**config.mk**
```make
export PLATFORM = sky130hd
export DESIGN_NAME = uart_tx_frame_scheduler
export DESIGN_NICKNAME = d
export VERILOG_FILES = /design/src/rtl/uart_frame_pkg.sv /design/src/rtl/uart_tx_frame_scheduler_rr_arbiter.sv /design/src/rtl/uart_tx_frame_scheduler.sv
export SDC_FILE = /design/constraint.sdc
export NUM_CORES = 1
export LEC_CHECK = 0
export CAP_MARGIN = 20
export CORE_MARGIN = 8
export CORE_UTILIZATION = 38
export DETAILED_ROUTE_END_ITERATION = 16
export GPL_TIMING_DRIVEN = 1
export HOLD_SLACK_MARGIN = 0.02
export MAX_ROUTING_LAYER = met4
export PLACE_DENSITY_LB_ADDON = 0.3
export RECOVER_POWER = 100
export SYNTH_ARGS = -nofsm -noshare
export SYNTH_HDL_FRONTEND = slang
export SYNTH_HIERARCHICAL = 1
export SYNTH_SLANG_ARGS = --single-unit
```
**constraint.sdc**
```tcl
create_clock -name clk_50mhz -period 2.4 [get_ports clk_50mhz]
set_input_delay 0.24 -clock clk_50mhz [delete_from_list [all_inputs] [get_ports clk_50mhz]]
set_output_delay 0.24 -clock clk_50mhz [all_outputs]
set_load 0.05 [all_outputs]
```
**src/rtl/uart_frame_pkg.sv**
```systemverilog
// Shared types and constants for the UART TX frame scheduler and its arbiter.
package uart_frame_pkg;

  typedef enum logic [2:0] {
    IDLE      = 3'd0,
    SEND_HDR  = 3'd1,
    WAIT_HDR  = 3'd2,
    SEND_DATA = 3'd3,
    WAIT_DATA = 3'd4
  } sched_state_t;

  localparam logic [7:0]  HEADER_BASE_DEFAULT = 8'hAA;
  localparam int unsigned CLK_FREQ_HZ         = 25_000_000;
  localparam int unsigned BAUD_RATE           = 115200;

  // Next requester index after idx, wrapping at n.
  function automatic logic [1:0] wrap_inc(input logic [1:0] idx, input int unsigned n);
    if (32'(idx) + 32'd1 >= n) return 2'd0;
    return idx + 2'd1;
  endfunction

endpackage

```
**src/rtl/uart_tx_frame_scheduler_rr_arbiter.sv**
```systemverilog
// Combinational round-robin pick: first asserted request at or above rr_ptr, wrapping.
module rr_arbiter
  import uart_frame_pkg::*;
#(
  parameter int unsigned NUM_REQ = 2
) (
  input  logic [NUM_REQ-1:0] req,
  input  logic [1:0]         rr_ptr,
  output logic               gnt_valid,
  output logic [1:0]         gnt_idx
);

  // Outer loop walks the search order, inner loop maps it onto a constant index.
  always_comb begin
    gnt_valid = 1'b0;
    gnt_idx   = 2'd0;
    for (int unsigned k = 0; k < NUM_REQ; k++) begin
      for (int unsigned j = 0; j < NUM_REQ; j++) begin
        if (!gnt_valid && req[j] &&
            ((32'(rr_ptr) + k == j) || (32'(rr_ptr) + k == j + NUM_REQ))) begin
          gnt_valid = 1'b1;
          gnt_idx   = 2'(j);
        end
      end
    end
  end

endmodule

```
**src/rtl/uart_tx_frame_scheduler.sv**
```systemverilog
// Round-robin scheduler sharing one UART transmitter; each grant is sent as a
// header byte followed by the payload byte, with a per-byte completion watchdog.
module uart_tx_frame_scheduler
  import uart_frame_pkg::*;
#(
  parameter int unsigned NUM_REQ         = 2,
  parameter logic [7:0]  HEADER_BASE     = HEADER_BASE_DEFAULT,
  parameter int unsigned TX_TIMEOUT_CLKS = 4096
) (
  input  logic                 clk_50mhz,
  input  logic                 reset_n_internal,
  input  logic [NUM_REQ-1:0]   req_valid,
  input  logic [8*NUM_REQ-1:0] req_byte,
  output logic [NUM_REQ-1:0]   req_ack,
  output logic                 tx_dv,
  output logic [7:0]           tx_byte,
  input  logic                 tx_active,
  input  logic                 tx_done,
  output logic                 busy,
  output logic [1:0]           grant_id,
  output logic                 frame_done,
  output logic                 timeout_err
);

  localparam int unsigned     WD_W    = $clog2(TX_TIMEOUT_CLKS) + 1;
  localparam logic [WD_W-1:0] WD_LAST = WD_W'(TX_TIMEOUT_CLKS - 1);
  localparam logic [WD_W-1:0] WD_MAX  = '1;

  sched_state_t        state;
  logic [1:0]          rr_ptr;
  logic                prev_tx_done;
  logic [7:0]          payload;
  logic [WD_W-1:0]     watchdog;

  logic                done_rise_c;
  logic                gnt_valid_c;
  logic [1:0]          gnt_idx_c;
  logic [1:0]          rr_next_c;
  logic [7:0]          gnt_byte_c;
  logic [NUM_REQ-1:0]  gnt_onehot_c;

  assign done_rise_c = tx_done & ~prev_tx_done;
  assign rr_next_c   = wrap_inc(grant_id, NUM_REQ);

  rr_arbiter #(.NUM_REQ(NUM_REQ)) u_rr_arbiter (
    .req       (req_valid),
    .rr_ptr    (rr_ptr),
    .gnt_valid (gnt_valid_c),
    .gnt_idx   (gnt_idx_c)
  );

  // Payload slice and ack one-hot for the current arbitration winner.
  always_comb begin
    gnt_byte_c   = '0;
    gnt_onehot_c = '0;
    for (int unsigned i = 0; i < NUM_REQ; i++) begin
      if (gnt_idx_c == 2'(i)) begin
        gnt_byte_c      = req_byte[8*i +: 8];
        gnt_onehot_c[i] = 1'b1;
      end
    end
  end

  always_ff @(posedge clk_50mhz or negedge reset_n_internal) begin
    if (!reset_n_internal) begin
      state        <= IDLE;
      req_ack      <= '0;
      tx_dv        <= 1'b0;
      tx_byte      <= 8'h00;
      busy         <= 1'b0;
      grant_id     <= 2'd0;
      frame_done   <= 1'b0;
      timeout_err  <= 1'b0;
      rr_ptr       <= 2'd0;
      prev_tx_done <= 1'b0;
      payload      <= 8'h00;
      watchdog     <= '0;
    end else begin
      prev_tx_done <= tx_done;
      req_ack      <= '0;
      tx_dv        <= 1'b0;
      frame_done   <= 1'b0;
      timeout_err  <= 1'b0;

      case (state)
        IDLE: begin
          if (gnt_valid_c) begin
            grant_id <= gnt_idx_c;
            payload  <= gnt_byte_c;
            req_ack  <= gnt_onehot_c;
            busy     <= 1'b1;
            state    <= SEND_HDR;
          end
        end

        SEND_HDR: begin
          if (!tx_active) begin
            tx_dv    <= 1'b1;
            tx_byte  <= HEADER_BASE + {6'd0, grant_id};
            watchdog <= '0;
            state    <= WAIT_HDR;
          end
        end

        // Completion beats a same-cycle timeout because it is tested first.
        WAIT_HDR: begin
          if (done_rise_c) begin
            state <= SEND_DATA;
          end else if (watchdog == WD_LAST) begin
            timeout_err <= 1'b1;
            busy        <= 1'b0;
            rr_ptr      <= rr_next_c;
            state       <= IDLE;
          end else if (watchdog != WD_MAX) begin
            watchdog <= watchdog + WD_W'(1);
          end
        end

        SEND_DATA: begin
          if (!tx_active) begin
            tx_dv    <= 1'b1;
            tx_byte  <= payload;
            watchdog <= '0;
            state    <= WAIT_DATA;
          end
        end

        WAIT_DATA: begin
          if (done_rise_c) begin
            frame_done <= 1'b1;
            busy       <= 1'b0;
            rr_ptr     <= rr_next_c;
            state      <= IDLE;
          end else if (watchdog == WD_LAST) begin
            timeout_err <= 1'b1;
            busy        <= 1'b0;
            rr_ptr      <= rr_next_c;
            state       <= IDLE;
          end else if (watchdog != WD_MAX) begin
            watchdog <= watchdog + WD_W'(1);
          end
        end

        default: begin
          busy  <= 1'b0;
          state <= IDLE;
        end
      endcase
    end
  end

endmodule

```
Word-level counts from Yosys, hierarchy flattened
Cells that the tools add are included.
W data, S select, Z words.

cells by class
  reduce and logical (&&, ||, !) cells = 29
  shift-type cells = 0
  $lt $le $gt $ge = 1
  eq/ne operators = 21
  bitwise logic cells = 3
  muxes and demuxes = 47
  add/subtract/negate cells = 5
  multipliers = 0
  div/mod/pow operators = 0

operators by type and width
  kind                     number
  $eq A32 B2 Y1 const B    2
  $logic_not A32 Y1        2
  $mux W13                 4
  $eq A32 B1 Y1 const B    1
  $mux W8                  4
  $pmux W13 S2             1
  $mux W1                  21
  $mux W3                  6
  $pmux W8 S2              1
  $pmux W3 S5              1
  $mux W2                  7
  $ne A2 B2 Y1 const B     7
  $add A13 B1 Y13 const B  1
  $eq A13 B12 Y1 const B   1
  $ne A13 B13 Y1 const B   1
  $reduce_and A3 Y1        3
  $add A8 B2 Y8 const A    1
  $logic_and A1 B1 Y1      7
  $add A2 B1 Y3 const B    2
  $eq A3 B2 Y1 const B     2
  $reduce_bool A2 Y1       3
  $reduce_and A5 Y1        1
  $eq A2 B1 Y1 const B     2
  $eq A2 B2 Y1 const B     2
  other kinds (15)         23

word-level totals
  logic and storage cells = 118
  RAM bits = 0
  latch bits = 0
  memories kept = 0
  register bits = 43
  output and inout port bits = 16
  ROM bits = 0

Longest topological paths before layout
  word-level depth = 20
  gate-level depth with buffers = 6
  mapped depth without buffers = 5

Modules after synthesis
The synthesis kept the hierarchy.

modules (own cells, without submodules)
  module                   area an instance (um2)  cells each  instances  sequential area each (um2)
  uart_tx_frame_scheduler  2158.3                  212         1          1076.0
  rr_arbiter               33.8                    6           1          0.0

Worst setup path after synthesis
OpenSTA, ideal clock, no wires.

  path type = register to register
  start = reg watchdog[0]
  end = reg rr_ptr[0]
  arrival = 1.531 ns
  path buffers = 0
  cell stages (with the launch flop) = 6
  period minus slack after synthesis = 1.659 ns
  setup slack = 0.741 ns
  path through = dfrtp_1 > ha_1 > nand3_1 > nor4_2 > a21oi_1 > mux2_1

on the way
  cells in the longest elaborated chain, start to end = 4
  elaborated cells between the ends (all ways) = 5
  those cells by class = eq/ne (1); mux (4)

ends and longest elaborated chain
  item                               line                                                            source
  start, declared                    uart_tx_frame_scheduler.sv:33                                   logic [WD_W-1:0] watchdog;
  start signal, assigned             uart_tx_frame_scheduler.sv:115                                  watchdog <= watchdog + WD_W'(1);
  start signal, assigned             uart_tx_frame_scheduler.sv:140                                  watchdog <= watchdog + WD_W'(1);
  $eq A13 B12 Y1 (*)                 uart_tx_frame_scheduler.sv:109, uart_tx_frame_scheduler.sv:134
  $mux W2 (*)                        -
  $mux W2, on equally long branches  -
  $pmux W2 S2 (*)                    -
  end signal, assigned               uart_tx_frame_scheduler.sv:112                                  rr_ptr <= rr_next_c;
  end signal, assigned               uart_tx_frame_scheduler.sv:132                                  rr_ptr <= rr_next_c;
  end signal, assigned               uart_tx_frame_scheduler.sv:137                                  rr_ptr <= rr_next_c;
  end, declared                      uart_tx_frame_scheduler.sv:30                                   logic [1:0] rr_ptr;

Mark *: on every way between the ends. The rest lies on a longest branch, timed or not. The select of a mux whose other input is x is not followed.
A chain may end at the register's enable or synchronous reset.

Worst setup path after layout
  start = reg watchdog[0]
  end = reg watchdog[1]

on the way
  cells in the longest elaborated chain, start to end = 5
  elaborated cells between the ends (all ways) = 10
  those cells by class = add/sub (1); eq/ne (4); mux (4); reduce/logical (1)

ends and longest elaborated chain
  item             line                                                            source
  $add A13 B1 Y13  uart_tx_frame_scheduler.sv:115, uart_tx_frame_scheduler.sv:140
  $mux W13         uart_tx_frame_scheduler.sv:114, uart_tx_frame_scheduler.sv:139
  $mux W13         uart_tx_frame_scheduler.sv:109                                  end else if (watchdog == WD_LAST) begin
  $mux W13         uart_tx_frame_scheduler.sv:129                                  if (done_rise_c) begin
  $pmux W13 S2     uart_tx_frame_scheduler.sv:85                                   case (state)

Parallel ways exist; a longest one is shown, timed or not. The select of a mux whose other input is x is not followed.

==> flow_summary_export.csv <==
group,metric,value,unit
status,outcome,"complete, no violations",
timing,rsz0062_at_grt,"no",
clock_network,tritoncts,"done",
detailed_routing,wl,4770,um
final_layout,regArea,1080,um2
setup_path,path_buf_inv,0,
synthesis,synth_seq_cells,43,
timing,relSlewSlack,0.297,
setup_path,critPathTopFamily,"simple AND/OR/NAND/NOR gates",
run,maxCapViolCount,0,
global_route,grt_overflow,0,
synthesis,synth_top_family_by_area,"compound AO/OA/AOI/OAI gates",
detailed_routing,dr.pass1.iters,4,
placement,hpwl,3400,um
clock_network,path_clk_slew,0.08,ns
placement,placed_area,2630,um2
synthesis,async_flop_share,1.00,
setup_path,worstPathRequired,2.58,ns
final_layout,syn_to_final_growth,24.8,%
floorplanning,rows,27,
clock_network,cts_sinks,43,
timing,final-setup-viol-count,0,
setup_path,crit_fanout,13,
setup_path,r2r_start,"watchdog[0]",
global_route,grt_pass1_wl,8600,um
placement,place.gp.congestion,0.851,
synthesis,synthSimpleGateAreaFrac,0.174,
global_route,grt_max_degree,44,
placement,io_buffers,37,
clock_network,cts_setup_buffers,0,
synthesis,syn-num-nets,243,
min_path,min_from,"payload[1]",
setup_path,slowest_stage,"nor4_2",
clock_network,cts_max_level,2,
power,cellPowerDensity,1160,nW/um2
setup_path,arrival,2.34,ns
detailed_routing,drt_iter0_drc,122,
power,p_leak,0.00119,uW
floorplanning,boundaryPins,38,
detailed_routing,antenna_left,0,
final_layout,diodes,0,
placement,dp_cells,318,
detailed_routing,vias,1735,
synthesis,avgSynthCellArea,10.1,um2
floorplanning,core_area,5540,um2
timing,tightest_slew,1.05,ns
timing,hold_violations,0,
clock_network,clk-insertion-delay-late,0.30,ns
synthesis,synth_cells,218,
setup_path,cp-start-kind,"flip-flop",
min_path,hold_class,"reg -> reg",
final_layout,layout_commonest_cell,"dfrtp_1",
synthesis,syn_area,2190,um2
synthesis,synth_cell_types,46,
setup_path,worst_path_largest_cell_delay,0.93,ns
final_layout,fin_area,2740,um2
synthesis,ys.flop_type,"dfrtp_1",
final_layout,drive_gt1_frac,0.0778,
global_route,grt_pass1_vias,1819,
synthesis,synth_xor_area_frac,0.0154,
setup_path,crit_start,"watchdog[0]",
power,power,3160,uW
clock_network,root_buffer,"clkbuf_8",
timing,min_period_over_period,0.900,
detailed_routing,drcViolationCount,0,
final_layout,fill_cells,553,
synthesis,synth-compound-area-share,0.185,
setup_path,end_kind,"flip-flop",
synthesis,synthAdderAreaFrac,0.0171,
floorplanning,die_height,92.0,um
final_layout,fin_util,0.494,
timing,skew,0.00302,ns
timing,fmax,463,MHz
final_layout,fin_nets,281,
final_layout,stdcell_count,329,
synthesis,yosysSeqAreaShare,0.491,
synthesis,synth_warnings,6,
floorplanning,start_util,0.396,
clock_network,cts_buffer_depth,2,
floorplanning,die_w,92.0,um
synthesis,muxShareOfSynthArea,0.0656,
clock_network,cts_buffers,5,
timing,layout_min_cycle_time,2.16,ns
synthesis,synth-edff-count,0,
global_route,grt_usage,0.127,
final_layout,multi_input_area,995,um2
setup_path,crit_chain,"ha_1 -> nand3_1 -> nor4_2 -> or2_2 -> o21ai_0",
floorplanning,dieArea,8450,um2
setup_path,crit_type,"reg -> reg",
power,vdd_drop_max,658,uV
detailed_routing,wl_per_cell,14.5,um
timing,fin_tns_setup,0,ns
final_layout,final_cell_mix,"43 x dfrtp_1, 19 x clkdlybuf4s50_1, 18 x o31ai_1, 18 x dlygate4sd3_1, 14 x nand2_1",
detailed_routing,viasPerCell,5.27,
global_route,antenna_found_initial,0,
timing,final_max_slew_viol_count,0,
what timing repair did:
item,CTS,global route
gates resized for setup,0,0
endpoints found under the hold margin,0,12
hold buffers,0,1
layer usage:
metal	vias to the layer above	global-route usage	routed length, um
met5	-	-	0
met2	45	0.187	2120
met4	0	0.0362	55
li1	875	-	-
met3	6	0.0465	272
met1	809	0.159	2320
worst min-delay path, stage by stage (launching register included):
cell     delay, ns
dfrtp_1       0.35
nand2_1       0.05
o31ai_1       0.05
flip-flops by register name, summed over array words and instances (netlist names), 2 cells and up:
signal,flops
rr_ptr,2
state,3
watchdog,13
tx_byte,8
payload,8
grant_id,2
req_ack,2
worst paths after layout:
kind	depth (start not counted)	slack (ns)	end
setup / recovery	5	0.24	watchdog[1]
hold / removal	2	0.48	payload[1]
setup reg to reg	5	0.24	watchdog[1]
hold reg to reg	2	0.48	payload[1]
max in group asynchronous	3	0.73	rr_ptr[1]
min in group asynchronous	2	0.49	watchdog[2]
per-stage QoR:
stage / hold slack (ns) / setup WS [ns]
2_1_floorplan: -0.0556 / 0.741
3_5_place_dp: 0.460 / 0.247
5_1_grt: 0.512 / 0.0384
3_3_place_gp: 0.455 / 0.298
6_report: 0.481 / 0.241
4_1_cts: 0.121 / 0.237
cells by family after synthesis:
kind of cell	after synthesis
AND/OR/NAND/NOR	69
AO/OA/AOI/OAI	59
flip-flops	43
buffers and inverters	26
multiplexers	14
adder cells (fa/ha/maj)	3
XOR/XNOR	3
other	1
final cells by class:
cell class / count / share of cell area
clock buffers: 5 / 0.0251
clock inverters: 3 / 0.0160
repair buffers: 47 / 0.155
well taps: 72 / 0.0329
flip-flops and latches: 43 / 0.393
inverters: 10 / 0.0137
multi-input cells: 149 / 0.364
Yosys cell counts (3+ instances only):
library cell,n,area share
and3_1,4,0.011
buf_2,7,0.016
nor2b_1,4,0.011
nor2_1,12,0.021
a211o_1,4,0.016
nand4_1,5,0.014
a21o_1,4,0.014
a31oi_1,4,0.011
ha_1,3,0.017
nand2b_1,3,0.0086
mux2i_1,11,0.050
a211oi_1,3,0.010
nand2_1,14,0.024
dfrtp_1,43,0.49
nand3_1,8,0.018
inv_1,10,0.017
o31ai_1,18,0.062
clkbuf_1,6,0.010
a21oi_1,6,0.014
nor3_1,6,0.014
o21ai_0,9,0.021
power breakdown:
part / switching, uW / total (uW) / internal [uW]
sequential: 132 / 1060 / 924
combinational: 995 / 1540 / 545
clock: 257 / 566 / 310
total: 1380 / 3160 / 1780
Note: power is estimated with default switching activity, not from simulation.
==> RTL change, RTL diff (same flow settings) <==
`NUM_REQ` is set to 2 in 2 places; all go to 1.
--- a/src/rtl/uart_tx_frame_scheduler_rr_arbiter.sv
+++ b/src/rtl/uart_tx_frame_scheduler_rr_arbiter.sv
@@ -2,7 +2,7 @@
 module rr_arbiter
   import uart_frame_pkg::*;
 #(
-  parameter int unsigned NUM_REQ = 2
+  parameter int unsigned NUM_REQ = 1
 ) (
   input  logic [NUM_REQ-1:0] req,
   input  logic [1:0]         rr_ptr,
--- a/src/rtl/uart_tx_frame_scheduler.sv
+++ b/src/rtl/uart_tx_frame_scheduler.sv
@@ -3,7 +3,7 @@
 module uart_tx_frame_scheduler
   import uart_frame_pkg::*;
 #(
-  parameter int unsigned NUM_REQ         = 2,
+  parameter int unsigned NUM_REQ         = 1,
   parameter logic [7:0]  HEADER_BASE     = HEADER_BASE_DEFAULT,
   parameter int unsigned TX_TIMEOUT_CLKS = 4096
 ) (
Interface: changed (resized req_ack, req_byte and req_valid); port bits go from 38 to 28. No check against the original RTL was run, so the function may have changed too.
==> RTL change against the original RTL <==
  * Wire length decreased by 8.8%
  * Area after synthesis is 7.2% lower
  * Global-route usage grew 0.072 points
  * Clock skew increased by 0.0062 ns
  * Total power fell by 17%
  * Cell area fell by 13%
  * Setup slack gained 0.11 ns
  * Synthesized cell count fell by 11%
  * Sequential cell count fell by 2
  * Largest power group unchanged
==> RTL change: results (changes against the original RTL) <==
Placed inst area: 0.002322 mm² (-12%)
R2r startpoint: state[0]
CTS clk-pin slew, worst paths: 0.08 ns (about the same)
Run status: complete, no violations
Global Route met2 Usage: 19.33% (+0.67 points)
# diodes: 0 (unchanged)
Buffers added on ports: 27 (-27%)
Post-DP HPWL: 3041 µm (-11%)
Vias in the first global route: 1551 (-15%)
Initial antenna violation count: 0 (unchanged)
Skew-Pair Late Insertion Delay: 0.30 ns (about the same)
Vias per inst: 5.266 (-0.15%)
Total track usage: 12.73% (+0.072 points)
Routed len/inst: 14.99 µm (+3.5%)
Global-route wire length before repair: 7590 µm (-12%)
Metal2 WL: 2038 µm (-3.8%)
Clk buf depth: 2 (unchanged)
Critical Path Fanout Max: 12 (-1)
Fill cells: 528 (-4.5%)
Max Used Layer: met4
Largest registers: watchdog (13), payload (8), tx_byte (8)
Crit path largest cell delay: 0.81 ns (-0.12 ns)
# resized after CTS: 0 (unchanged)
Met3 usage: 3.585% (-1.1 points)
Number of buffers created by CTS: 5 (unchanged)
CTS H-tree lvls: 2 (unchanged)
Worst Tran Pin Value: 0.8862 ns (-0.1590 ns)
Ratio of cells with drive above 1 in the final layout: 6.818% (-0.96 points)
Met1 WL: 2070 µm (-11%)
Clk Tree Root Cell: clkbuf_8
Grt met1 use: 16.14% (+0.26 points)
Worst Hold Class: primary input to async pin
Met3 wire length: 176 µm (-35%)
Crit path from: state[0]
Final setup skew: 0.009185 ns (+0.006162 ns)
Slowest cell on crit path: or4b_1
DR pass1 iterations: 4 (unchanged)
Post-CTS Setup Bufs: 0 (unchanged)
Largest net degree at the start of global routing: 42 (-4.5%)
Reg2reg path depth: 3 (-2)
Leak: 1.054 nW (-11%)
Int Pwr: 0.001481 W (-17%)
NumNets Final: 235 (-16%)
Min Hold Slack: 0.06128 ns (-0.4202 ns)
Worst-case vdd ir drop: 0.6625 mV (+0.76%)
Crit path DAT: 2.28 ns (-0.06 ns)
R2R Setup Slk: 0.35 ns (+0.11 ns)
Crit path capture: payload[4]
GP Congestion: 0.7855 (-7.7%)
Initial DRC Count: 94 (-23%)
## RTL change: cell type report
cell class                      count  area share (%)
Multi-Input combinational cell    130           36.18
Inverter                           11           1.730
Clock inverter                      2          0.6293
Timing Repair Buffer               30           11.75
Clock buffer                        6           3.041
Sequential cell                    41           43.00
Tap cell                           70           3.671
## RTL change: power groups by stage
stage               Combinational (W)  Clock, W  Sequential (W)
detailed placement            0.00122         0         0.00106
global placement              0.00121         0         0.00106
floorplan                    0.000662         0         0.00127
CTS                           0.00122  0.000463         0.00105
global route                  0.00127  0.000494         0.00108
finish                        0.00114  0.000445         0.00104
## RTL change: worst register-to-register path, cell delays in order (launching register included)
cell and delay (ns):
dfrtp_1 0.52, or4b_1 0.81, nor3_2 0.46, a22o_1 0.21
## RTL change: through the flow
stage,utilization (%),setup WS (ns),instances
after detailed placement,45.18,0.4122,282
after global routing,46.42,0.1775,290
after global placement,45.18,0.4125,282
final,46.42,0.3495,290
after CTS,46.88,0.4360,290
after floorplan,-,0.6554,195
